File: src/rtl/mvm_requant_out.sv
// Requantizing output stage for the 8x8 matrix-vector multiplier: rounds, clamps and
// buffers 24-bit results in a small FIFO, re-emitting them as a tagged 12-bit stream.
module mvm_requant_out #(
  parameter int IN_WIDTH  = 24,
  parameter int OUT_WIDTH = 12,
  parameter int SHIFT     = 6,
  parameter int RELU      = 1,
  parameter int DEPTH     = 8,
  parameter int VEC_LEN   = 8
) (
  input  logic                 clk,
  input  logic                 reset,
  input  logic                 input_valid,
  output logic                 input_ready,
  input  logic [IN_WIDTH-1:0]  input_data,
  output logic                 output_valid,
  input  logic                 output_ready,
  output logic [OUT_WIDTH-1:0] output_data,
  output logic                 output_first,
  output logic                 sat_flag
);

  localparam int PTR_W = (DEPTH > 1) ? $clog2(DEPTH) : 1;
  localparam int CNT_W = $clog2(DEPTH + 1);
  localparam int IDX_W = (VEC_LEN > 1) ? $clog2(VEC_LEN) : 1;
  localparam int SUM_W = IN_WIDTH + 1;

  localparam logic [CNT_W-1:0]        FULL_CNT = CNT_W'(DEPTH);
  localparam logic [IDX_W-1:0]        LAST_IDX = IDX_W'(VEC_LEN - 1);
  localparam logic signed [SUM_W-1:0] ROUND    = SUM_W'(1) << (SHIFT - 1);
  localparam logic signed [SUM_W-1:0] Q_MAX    = SUM_W'((1 << (OUT_WIDTH - 1)) - 1);
  localparam logic signed [SUM_W-1:0] Q_MIN    = ~Q_MAX;

  logic [CNT_W-1:0] count;
  logic [PTR_W-1:0] rd_ptr;
  logic [PTR_W-1:0] wr_ptr;
  logic [IDX_W-1:0] idx;

  // Each entry holds {first tag, requantized element}.
  logic [OUT_WIDTH:0] mem [DEPTH];

  logic signed [SUM_W-1:0] sum;
  logic signed [SUM_W-1:0] q;
  logic [OUT_WIDTH-1:0]    q_out;
  logic                    q_sat;
  logic                    push;
  logic                    pop;

  // Rounding shift, optional ReLU, then saturation; ReLU alone is not a saturation event.
  always_comb begin
    sum   = $signed({input_data[IN_WIDTH-1], input_data}) + ROUND;
    q     = sum >>> SHIFT;
    q_sat = 1'b0;
    if (RELU != 0 && q[SUM_W-1]) begin
      q = '0;
    end
    if (q > Q_MAX) begin
      q_out = Q_MAX[OUT_WIDTH-1:0];
      q_sat = 1'b1;
    end else if (q < Q_MIN) begin
      q_out = Q_MIN[OUT_WIDTH-1:0];
      q_sat = 1'b1;
    end else begin
      q_out = q[OUT_WIDTH-1:0];
    end
  end

  // Ready depends only on stored occupancy (and reset), never on output_ready.
  assign input_ready  = reset && (count != FULL_CNT);
  assign output_valid = (count != '0);
  assign push         = input_valid && input_ready;
  assign pop          = output_valid && output_ready;

  assign output_data  = output_valid ? mem[rd_ptr][OUT_WIDTH-1:0] : '0;
  assign output_first = output_valid && mem[rd_ptr][OUT_WIDTH];

  // NOTE: state registers use non-blocking assignments so every register samples pre-edge values.
  always_ff @(posedge clk or negedge reset) begin
    if (!reset) begin
      count    <= '0;
      rd_ptr   <= '0;
      wr_ptr   <= '0;
      idx      <= '0;
      sat_flag <= 1'b0;
    end else begin
      if (push && !pop) begin
        count <= count + CNT_W'(1);
      end else if (pop && !push) begin
        count <= count - CNT_W'(1);
      end
      if (push) begin
        wr_ptr <= wr_ptr + PTR_W'(1);
        idx    <= (idx == LAST_IDX) ? '0 : idx + IDX_W'(1);
        if (q_sat) begin
          sat_flag <= 1'b1;
        end
      end
      if (pop) begin
        rd_ptr <= rd_ptr + PTR_W'(1);
      end
    end
  end

  // NOTE: the storage array has no reset; stale entries are unreachable once count is cleared.
  always_ff @(posedge clk) begin
    if (push) begin
      mem[wr_ptr] <= {(idx == '0), q_out};
    end
  end

endmodule

File: config.mk
export PLATFORM = sky130hd
export DESIGN_NAME = mvm_requant_out
export DESIGN_NICKNAME = d
export VERILOG_FILES = /design/src/rtl/mvm_requant_out.sv
export SDC_FILE = /design/constraint.sdc
export NUM_CORES = 1
export LEC_CHECK = 0
export BUFFER_PORTS_ARGS = -buffer_cell sky130_fd_sc_hd__buf_4
export CORE_ASPECT_RATIO = 0.9
export CORE_UTILIZATION = 35
export DETAILED_ROUTE_END_ITERATION = 10
export SETUP_SLACK_MARGIN = 0.3
export SYNTH_ARGS = -nofsm -noshare
export SYNTH_HDL_FRONTEND = slang
export SYNTH_SLANG_ARGS = --single-unit
File: constraint.sdc
create_clock -name clk -period 3.2 [get_ports clk]
set_input_delay 0.64 -clock clk [delete_from_list [all_inputs] [get_ports clk]]
set_output_delay 0.64 -clock clk [all_outputs]
set_load 0.02 [all_outputs]
## Yosys cells after proc, flatten, opt, wreduce, memory -nomap -nowiden

Memories as Yosys holds them, arrays and structs flattened.
Index checks and enable logic that the tools add are counted.

| cells by class | value |
|---|---|
| $add $sub $neg | 6 |
| $mul | 0 |
| div/mod/pow operators | 0 |
| magnitude comparators | 2 |
| equality and inequality tests | 2 |
| shift-type cells | 0 |
| muxes and demuxes | 11 |
| bitwise gates (word level) | 0 |
| reductions and logical operators | 12 |

Operators by type and width:

| cell | number |
|---|---|
| 12-bit two-way mux | 3 |
| 24-bit by 7-bit adder with 25-bit output, second input constant | 1 |
| 19-bit by 12-bit less-than comparator with 1-bit output, second input constant | 1 |
| 18-bit by 11-bit > comparator with 1-bit output, second input constant | 1 |
| 18-bit two-way mux | 1 |
| 3-bit by 1-bit adder with 3-bit output, second input constant | 3 |
| 4-bit two-way mux | 2 |
| 1-bit logical AND | 6 |
| 4-bit by 1-bit adder with 4-bit output, second input constant | 1 |
| 1-bit two-way mux | 4 |
| 4-bit != test, second input constant | 1 |
| 4-bit nonzero test | 1 |
| 4-bit by 1-bit subtractor with 4-bit output, second input constant | 1 |
| 3-bit equality test, second input constant | 1 |
| 3-bit zero test | 1 |
| 3-bit two-way mux | 1 |
| 1-bit zero test | 2 |
| 2-bit AND reduction | 1 |
| 2-bit nonzero test | 1 |

| word-level totals | value |
|---|---|
| register bits | 14 |
| latch bits | 0 |
| memory bits (writable) | 104 |
| memory bits (read-only) | 0 |
| bits of input ports | 28 |
| output and inout port bits | 16 |
| word-level logic and storage cells | 39 |
| memories kept | 1 |

Memories:

| name | depth | bits a word | read ports | clocked after Yosys merged registers in | write ports | line | text |
|---|---|---|---|---|---|---|---|
| mem | 8 | 13 | 1 | 0 | 1 | 40 | `logic [OUT_WIDTH:0] mem [DEPTH];` |

## Depth between registers and ports, before layout

Gate-level depths: netlist of the first run.

| logic depth | value |
|---|---|
| depth after elaboration | 7 |
| depth in mapped cells | 12 |
| gate-level depth less buffers | 12 |

## Least setup slack after synthesis of the first run

OpenSTA, ideal clock, no wires.

| timing path | value |
|---|---|
| path type | input port to flip-flop |
| start point | in reset |
| end point | mem mem[0][0] (netlist name) (enable) |
| library setup time | 0.417 ns |
| arrival time | 2.859 ns |
| required time | 2.783 ns |
| path slack | -0.076 ns |
| stages | 3 |
| buffers on the path | 0 |
| cells stage by stage | a21boi_0 -> nand2_1 -> nor4_1 |

| between the ends | value |
|---|---|
| cells in the longest elaborated chain, start to end | 4 |

RTL lines:

| what | line | text |
|---|---|---|
| from (decl) | 12 | `input logic reset,` |
| 1-bit logical AND | 69 | `assign input_ready = reset && (count != FULL_CNT);` |
| 1-bit logical AND | 71 | `assign push = input_valid && input_ready;` |
| 1-bit two-way mux | 106 | `if (push) begin` |
| 1-bit two-way mux (implied by the code) | 107 | `mem[wr_ptr] <= {(idx == '0), q_out};` |
| to (decl) | 40 |  |

No other way between the ends.

## Worst setup path in the final report of the first run

| timing path | value |
|---|---|
| start point | reg rd_ptr[0] |
| end point | out output_data[5] |

| between the ends | value |
|---|---|
| cells in the longest elaborated chain, start to end | 2 |

RTL lines:

| what | line | text |
|---|---|---|
| from (decl) | 35 | `logic [PTR_W-1:0] rd_ptr;` |
| from (signal assigned) | 99 | `rd_ptr <= rd_ptr + PTR_W'(1);` |
| memory read 8 x 13 bit | n/a |  |
| 12-bit two-way mux | 74 | `assign output_data = output_valid ? mem[rd_ptr][OUT_WIDTH-1:0] : '0;` |
| to (decl) | 18 | `output logic [OUT_WIDTH-1:0] output_data,` |

No other way between the ends.

==> results of run 1 <==
## layout make-up
| cell class | count | share of cell area, % |
|---|---|---|
| clock inverter | 15 | 2.41 |
| sequential | 118 | 54.4 |
| multi-input combinational | 170 | 26.0 |
| clock buffer | 17 | 6.66 |
| tap | 193 | 3.78 |
| timing repair buffer | 52 | 6.11 |
| inverter | 10 | 0.646 |
## registers in the layout (all words and copies together) (netlist names)
| name | cells |
|---|---|
| idx | 3 |
| mem | 104 |
| sat_flag | 1 |
| wr_ptr | 3 |
| count | 4 |
| rd_ptr | 3 |
## critical path, delay by kind of cell (launching register included)
kind | cells | cell delay [ns]
flip-flops | 1 | 0.35
multiplexers | 2 | 0.76
AND/OR/NAND/NOR | 1 | 0.06
buffers and inverters | 2 | 0.47
## cells in the final DEF (no fill, tap or decap), drive strengths merged, types with 3 or more instances in the layout
cell type,n
edfxtp,104
buf,52
mux4,26
nor2,19
clkbuf,17
mux2i,14
xnor2,14
dfrtp,14
a21oi,13
inv,12
nand2,10
ha,9
nand3,8
conb,8
clkinvlp,7
nor3,7
nor4,6
xor2,5
mux2,4
clkinv,4
o21ai,3
nand4,3
## per-layer routing
| metal | track usage [%] | share of wire, % |
|---|---|---|
| met5 | 0 | 0 |
| met4 | 5.45 | 1.5 |
| met3 | 3.74 | 3.5 |
| met2 | 22.0 | 48 |
| met1 | 18.6 | 46 |
## worst max-delay path by stage
stage | cells past startpoint | slack, ns | startpoint | to
final | 5 | 0.51 | rd_ptr[0]$_DFFE_PN0P_ | output_data[5]
after floorplan | 11 | 0.42 | reset | count[3]$_DFFE_PN0P_
after CTS | 5 | 0.45 | rd_ptr[0]$_DFFE_PN0P_ | output_data[3]
after global placement | 12 | 0.41 | reset | count[3]$_DFFE_PN0P_
after global routing | 12 | 0.32 | count[0]$_DFFE_PN0P_ | count[3]$_DFFE_PN0P_
after detailed placement | 7 | 0.38 | input_data[5] | mem[6][6]$_DFFE_PP_
## cells in the mapped netlist, types with 2 or more instances
cell	n
mux2_2	4
ha_1	9
inv_1	9
xor2_1	5
nor2_1	19
nor3_1	7
nand2b_1	2
nor4_1	4
and3_1	2
nand2_1	10
a21oi_1	10
nand4_1	2
nor2b_1	2
mux2i_1	14
buf_2	4
xnor2_1	14
clkbuf_1	5
nand3_1	8
a21oi_2	3
dfrtp_1	14
mux4_2	26
o21ai_0	3
nand3b_1	2
edfxtp_1	104
nor4_4	2
## cell families after synthesis
group | synth area share, %
DFF | 67.2
xor gates and xnor gates | 3.22
adders and majority gates | 2.57
buffers and inverters | 1.77
AOI/OAI and AO/OA | 3.05
muxes | 14.9
and+or+nand+nor | 7.24
other | 0.0725
## stage by stage
step	total power, mW	utilization (%)	hold slack [ns]	std cells
floorplan	3.24	-	0.344	309
global placement	3.81	40.9	0.485	543
detailed placement	3.85	40.9	0.489	543
CTS	5.67	44.9	0.0790	575
global route	5.88	45.0	0.0833	575
finish	5.58	45.0	0.0803	575
## repair_timing
item | in CTS | in global routing
buffers inserted | 0 | 0
resized for setup | 0 | 1
setup endpoints to repair | 0 | 1
## power groups by stage
stage               clock network, mW  registers, mW  logic (mW)
finish                           1.81           2.03        1.74
CTS                              1.85           2.03        1.79
floorplan                           0           2.01        1.23
global placement                    0           2.05        1.75
global route                     1.92           2.05        1.91
detailed placement                  0           2.06        1.79
==> flow_metrics.tcl, run 1 <==
set metrics [dict create \
    status "finished clean" \
    drv_cap 0 \
    finalHoldViolCount 0 \
    crit_chain "buf_4, mux4_2, mux2i_1, nor2_1, buf_4" \
    die_area_sq_um 15300 \
    yosysTopAreaCellShare_pct 60.4 \
    clk_pin_slew_worst_paths_ns 0.06 \
    synth_seq_cells 118 \
    initial_core_util_pct 36.4 \
    synth-edff-count 104 \
    die_x_microns 130 \
    h-tree-depth 4 \
    wl_microns 9570 \
    clockBufferDepth 2 \
    grt_max_degree 29 \
    cp.required_ns 2.56 \
    fillCellCount 1269 \
    cts_tree "built" \
    fp.dieH_microns 117 \
    netlist_top_cells_area "edfxtp_1, mux4_2, dfrtp_1, mux2i_1, xnor2_1" \
    powerDensity_nw_per_um2 873 \
    syn_to_final_growth_pct 23.6 \
    row_count 41 \
    max_freq_mhz 372 \
    grt_pass1_vias 2917 \
    globalRouteOverflowTotal 0 \
    antenna_left 0 \
    drive_gt1_share_pct 33.5 \
    fin_crit_ns 2.69 \
    place_ws_ns 0.377 \
    dr_total_vias 2771 \
    final_max_slew_viol_count 0 \
    switching_share_pct 30.6 \
    setup_viol 0 \
    min_path_type "primary input to async pin" \
    timing.final.ws_setup_ns 0.514 \
    syn_area_sq_um 5170 \
    numPortBuffers 38 \
    ff_latch_area_sq_um 3470 \
    crit_arrival_ns 2.05 \
    multi_input_area_sq_um 1660 \
    io_pins 44 \
    synth-seq-area-share_pct 67.2 \
    rr_worst_depth 12 \
    synth.largest_area_cell "edfxtp_1" \
    path_class "flip-flop to output port" \
    rr_startpoint "count[0]$_DFFE_PN0P_" \
    rsz0062_at_grt "false" \
    syn_area_per_cell_sq_um 17.1 \
    design_area_sq_um 6390 \
    grt_usage_pct 14.1 \
    worstSetupStartpointType "flip-flop" \
    antenna_found_initial 0 \
    finalSetupTns_ns 0 \
    cp_max_fo 16 \
    worstSkewPairLatency_ns 0.40 \
    postPlaceCellArea_sq_um 5810 \
    comb_power_share_pct 31.1 \
    firstDrtPassIters 4 \
    p_int_mw 3.87 \
    p_switching_mw 1.71 \
    numCtsBuffers 17 \
    clock-sinks 118 \
    seqPwrFrac_pct 36.4 \
    cts_root_buffer "clkbuf_16" \
    async_flop_share_pct 11.9 \
    crit_top_cell "buf_4" \
    wl_per_cell_microns 16.6 \
    r2r-end "count[3]$_DFFE_PN0P_" \
    post-route-period-util_pct 83.9 \
    drcViolationCount 0 \
    worstMarginPinSlew_ns 1.07 \
    via_per_inst 4.82 \
    nets 407 \
    max_slew_margin_pct 28.5 \
    slowest_delay_ns 0.54 \
    dp_hpwl_microns 6190 \
    reg2reg_setup_slack_ns 0.68 \
    power_frac_clock_pct 32.5 \
    clock_skew_ns 0.0103 \
    grt_pass1_wl_microns 15400 \
    syn_inst 302 \
    ys.flop_type "edfxtp_1" \
    finalWeightedCongestion 0.787 \
    p_leak_nw 2.24 \
    critPathCaptureType "output port" \
    coreArea_sq_um 14200 \
    yosys_warnings 0 \
    worst_path_max_delay_cell "mux4_2" \
    n_antenna_cell 0 \
    cts_hold_buffers 0 \
    drt-initial-drc-count 134 \
    vdd_drop_max_v 0.000410 \
    synth_cell_types 43 \
]
(Power assumes the default switching activity.)
==> run 2, diff against run 1 <==
- clock period: 3.2 -> 2.3 ns (I/O delays scaled with it)
==> flow_metrics.tcl, run 2 (same netlist as run 1, synthesis figures left out) <==
set metrics [dict create \
    worstSkewPairLatency_ns 0.41 \
    firstDrtPassIters 4 \
    setup_viol 13 \
    met2_length_microns 5050 \
    dr_total_vias 2931 \
    status "finished with violations" \
    top_regs "mem: 104 flops, count: 4 flops" \
    max_slew_margin_pct 59.3 \
    cp.required_ns 1.84 \
    io_pins 44 \
    violations "setup timing" \
    numPortBuffers 38 \
    top_layer "met4" \
    whs_ns 0.363 \
    antenna_found_initial 0 \
    crit_arrival_ns 2.00 \
    timing.final.ws_setup_ns -0.156 \
    rsz0062_at_grt "true" \
    slowest_delay_ns 0.51 \
    clock_skew_ns 0.00759 \
    fin_total_pwr_mw 8.36 \
    final_max_slew_viol_count 0 \
    worstMarginPinSlew_ns 0.609 \
    worst_path_max_delay_cell "mux4_2" \
    min_path_type "primary input to flip-flop" \
    wl_microns 10200 \
    critical_path.top_delay_family "multiplexers" \
    cts_root_buffer "clkbuf_16" \
    grt_pass1_vias 3114 \
    worstSetupStartpointType "flip-flop" \
    final_common_cell "edfxtp_1" \
    clock-sinks 118 \
    max_flop_register "mem" \
    clockBufferDepth 2 \
    wl_per_cell_microns 16.7 \
    cp_max_fo 5 \
    cts_tree "built" \
    nets 443 \
    crit_top_cell "buf_4" \
    n_antenna_cell 0 \
    syn_to_final_growth_pct 32.8 \
    cp-startpoint "rd_ptr[0]$_DFFE_PN0P_" \
    path_buf_inv 3 \
    dp_hpwl_microns 6550 \
    grt_max_degree 19 \
    numCtsBuffers 17 \
    powerDensity_nw_per_um2 1220 \
    drt-initial-drc-count 160 \
    row_count 41 \
    grt_usage_pct 14.8 \
    finalHoldViolCount 0 \
    drive_gt1_share_pct 42.6 \
    most-common-layout-cells "edfxtp_1, buf_4, mux4_2, nor2_1, clkbuf_16" \
    h-tree-depth 4 \
    finalWeightedCongestion 0.848 \
    fin_util_pct 48.3 \
    p_leak_nw 2.47 \
    vdd_drop_max_v 0.000537 \
    fp.dieH_microns 117 \
    crit_chain "buf_4, buf_12, mux4_2, mux2i_2, nor2_1, buf_4" \
    antenna_left 0 \
    post-route-period-util_pct 107 \
    max_freq_mhz 407 \
    via_per_inst 4.80 \
    die_x_microns 130 \
    drcViolationCount 0 \
    rr_startpoint "count[1]$_DFFE_PN0P_" \
    grt_pass1_wl_microns 16400 \
    clk_pin_slew_worst_paths_ns 0.05 \
    globalRouteOverflowTotal 0 \
    wl_met3_microns 417 \
    hold_start "output_ready" \
    wl_met1_microns 4590 \
    largest_register_ffs 104 \
    fin_crit_ns 2.46 \
    finalSetupTns_ns -1.27 \
    coreArea_sq_um 14200 \
    die_area_sq_um 15300 \
    path_class "flip-flop to output port" \
    critPathCaptureType "output port" \
    drv_cap 0 \
    initial_core_util_pct 36.4 \
]
## run 2: cell count changes in the layout (fill, tap and decap cells not counted), sizes merged
cell         previous run  this run
clkbuf                 17        21
inv                    12        10
clkinvlp                7         5
dlygate4sd3             0         1
clkinv                  4         6
buf                    52        85
## run 2: final cells by class
class                   instances  area (sq um)
fillers                      1213          7340
flip-flops and latches        118          3480
multi-input cells             170          1750
repair buffers                 88           778
clock buffers                  19           433
well taps                     193           241
clock inverters                13           133
inverters                      10          47.5
## run 2: timing repair
item / 4_1_cts / 5_1_grt
hold buffers: 1 / 0
gates resized for setup: 8 / 10
pin swaps: 5 / 9
hold endpoints to repair: 14 / 0
buffers inserted: 9 / 6
endpoints found under the setup margin: 15 / 84
gates cloned: 0 / 2
## run 2: worst paths after layout
path,end,slack [ns],depth (start not counted)
max,output_data[2],-0.16,6
min,rd_ptr[2]$_DFFE_PN0P_,0.36,3
max reg2reg,count[3]$_DFFE_PN0P_,0.15,11
min reg2reg,sat_flag$_DFFE_PN0P_,0.50,2
max in group asynchronous,rd_ptr[0]$_DFFE_PN0P_,1.54,3
min in group asynchronous,idx[0]$_DFFE_PN0P_,0.56,3
## run 2: power by group
group          leakage, nW  switching (mW)  internal [mW]
Clock                0.260           0.896           1.58
Sequential            1.10           0.188           2.64
Combinational         1.11            1.43           1.63
## run 2: tightest hold or removal path, delay by kind of cell
family | cells | cell delay, ns
xor+xnor | 1 | 0.06
buf+inv | 1 | 0.12
simple gates | 1 | 0.08
## run 2: per-stage QoR
stage	instance area, sq um	setup WS [ns]	std cells
after floorplan	5320	0.119	309
after global placement	6050	0.0296	561
after detailed placement	6050	-0.0233	561
after CTS	6720	-0.181	603
after global routing	6870	-0.245	611
final	6870	-0.156	611
## run 2: layer usage
layer,track usage [%],vias to the layer above
met3,4.01,14
met5,0,-
li1,-,1390
met4,6.10,0
met2,23.3,64
met1,19.3,1463
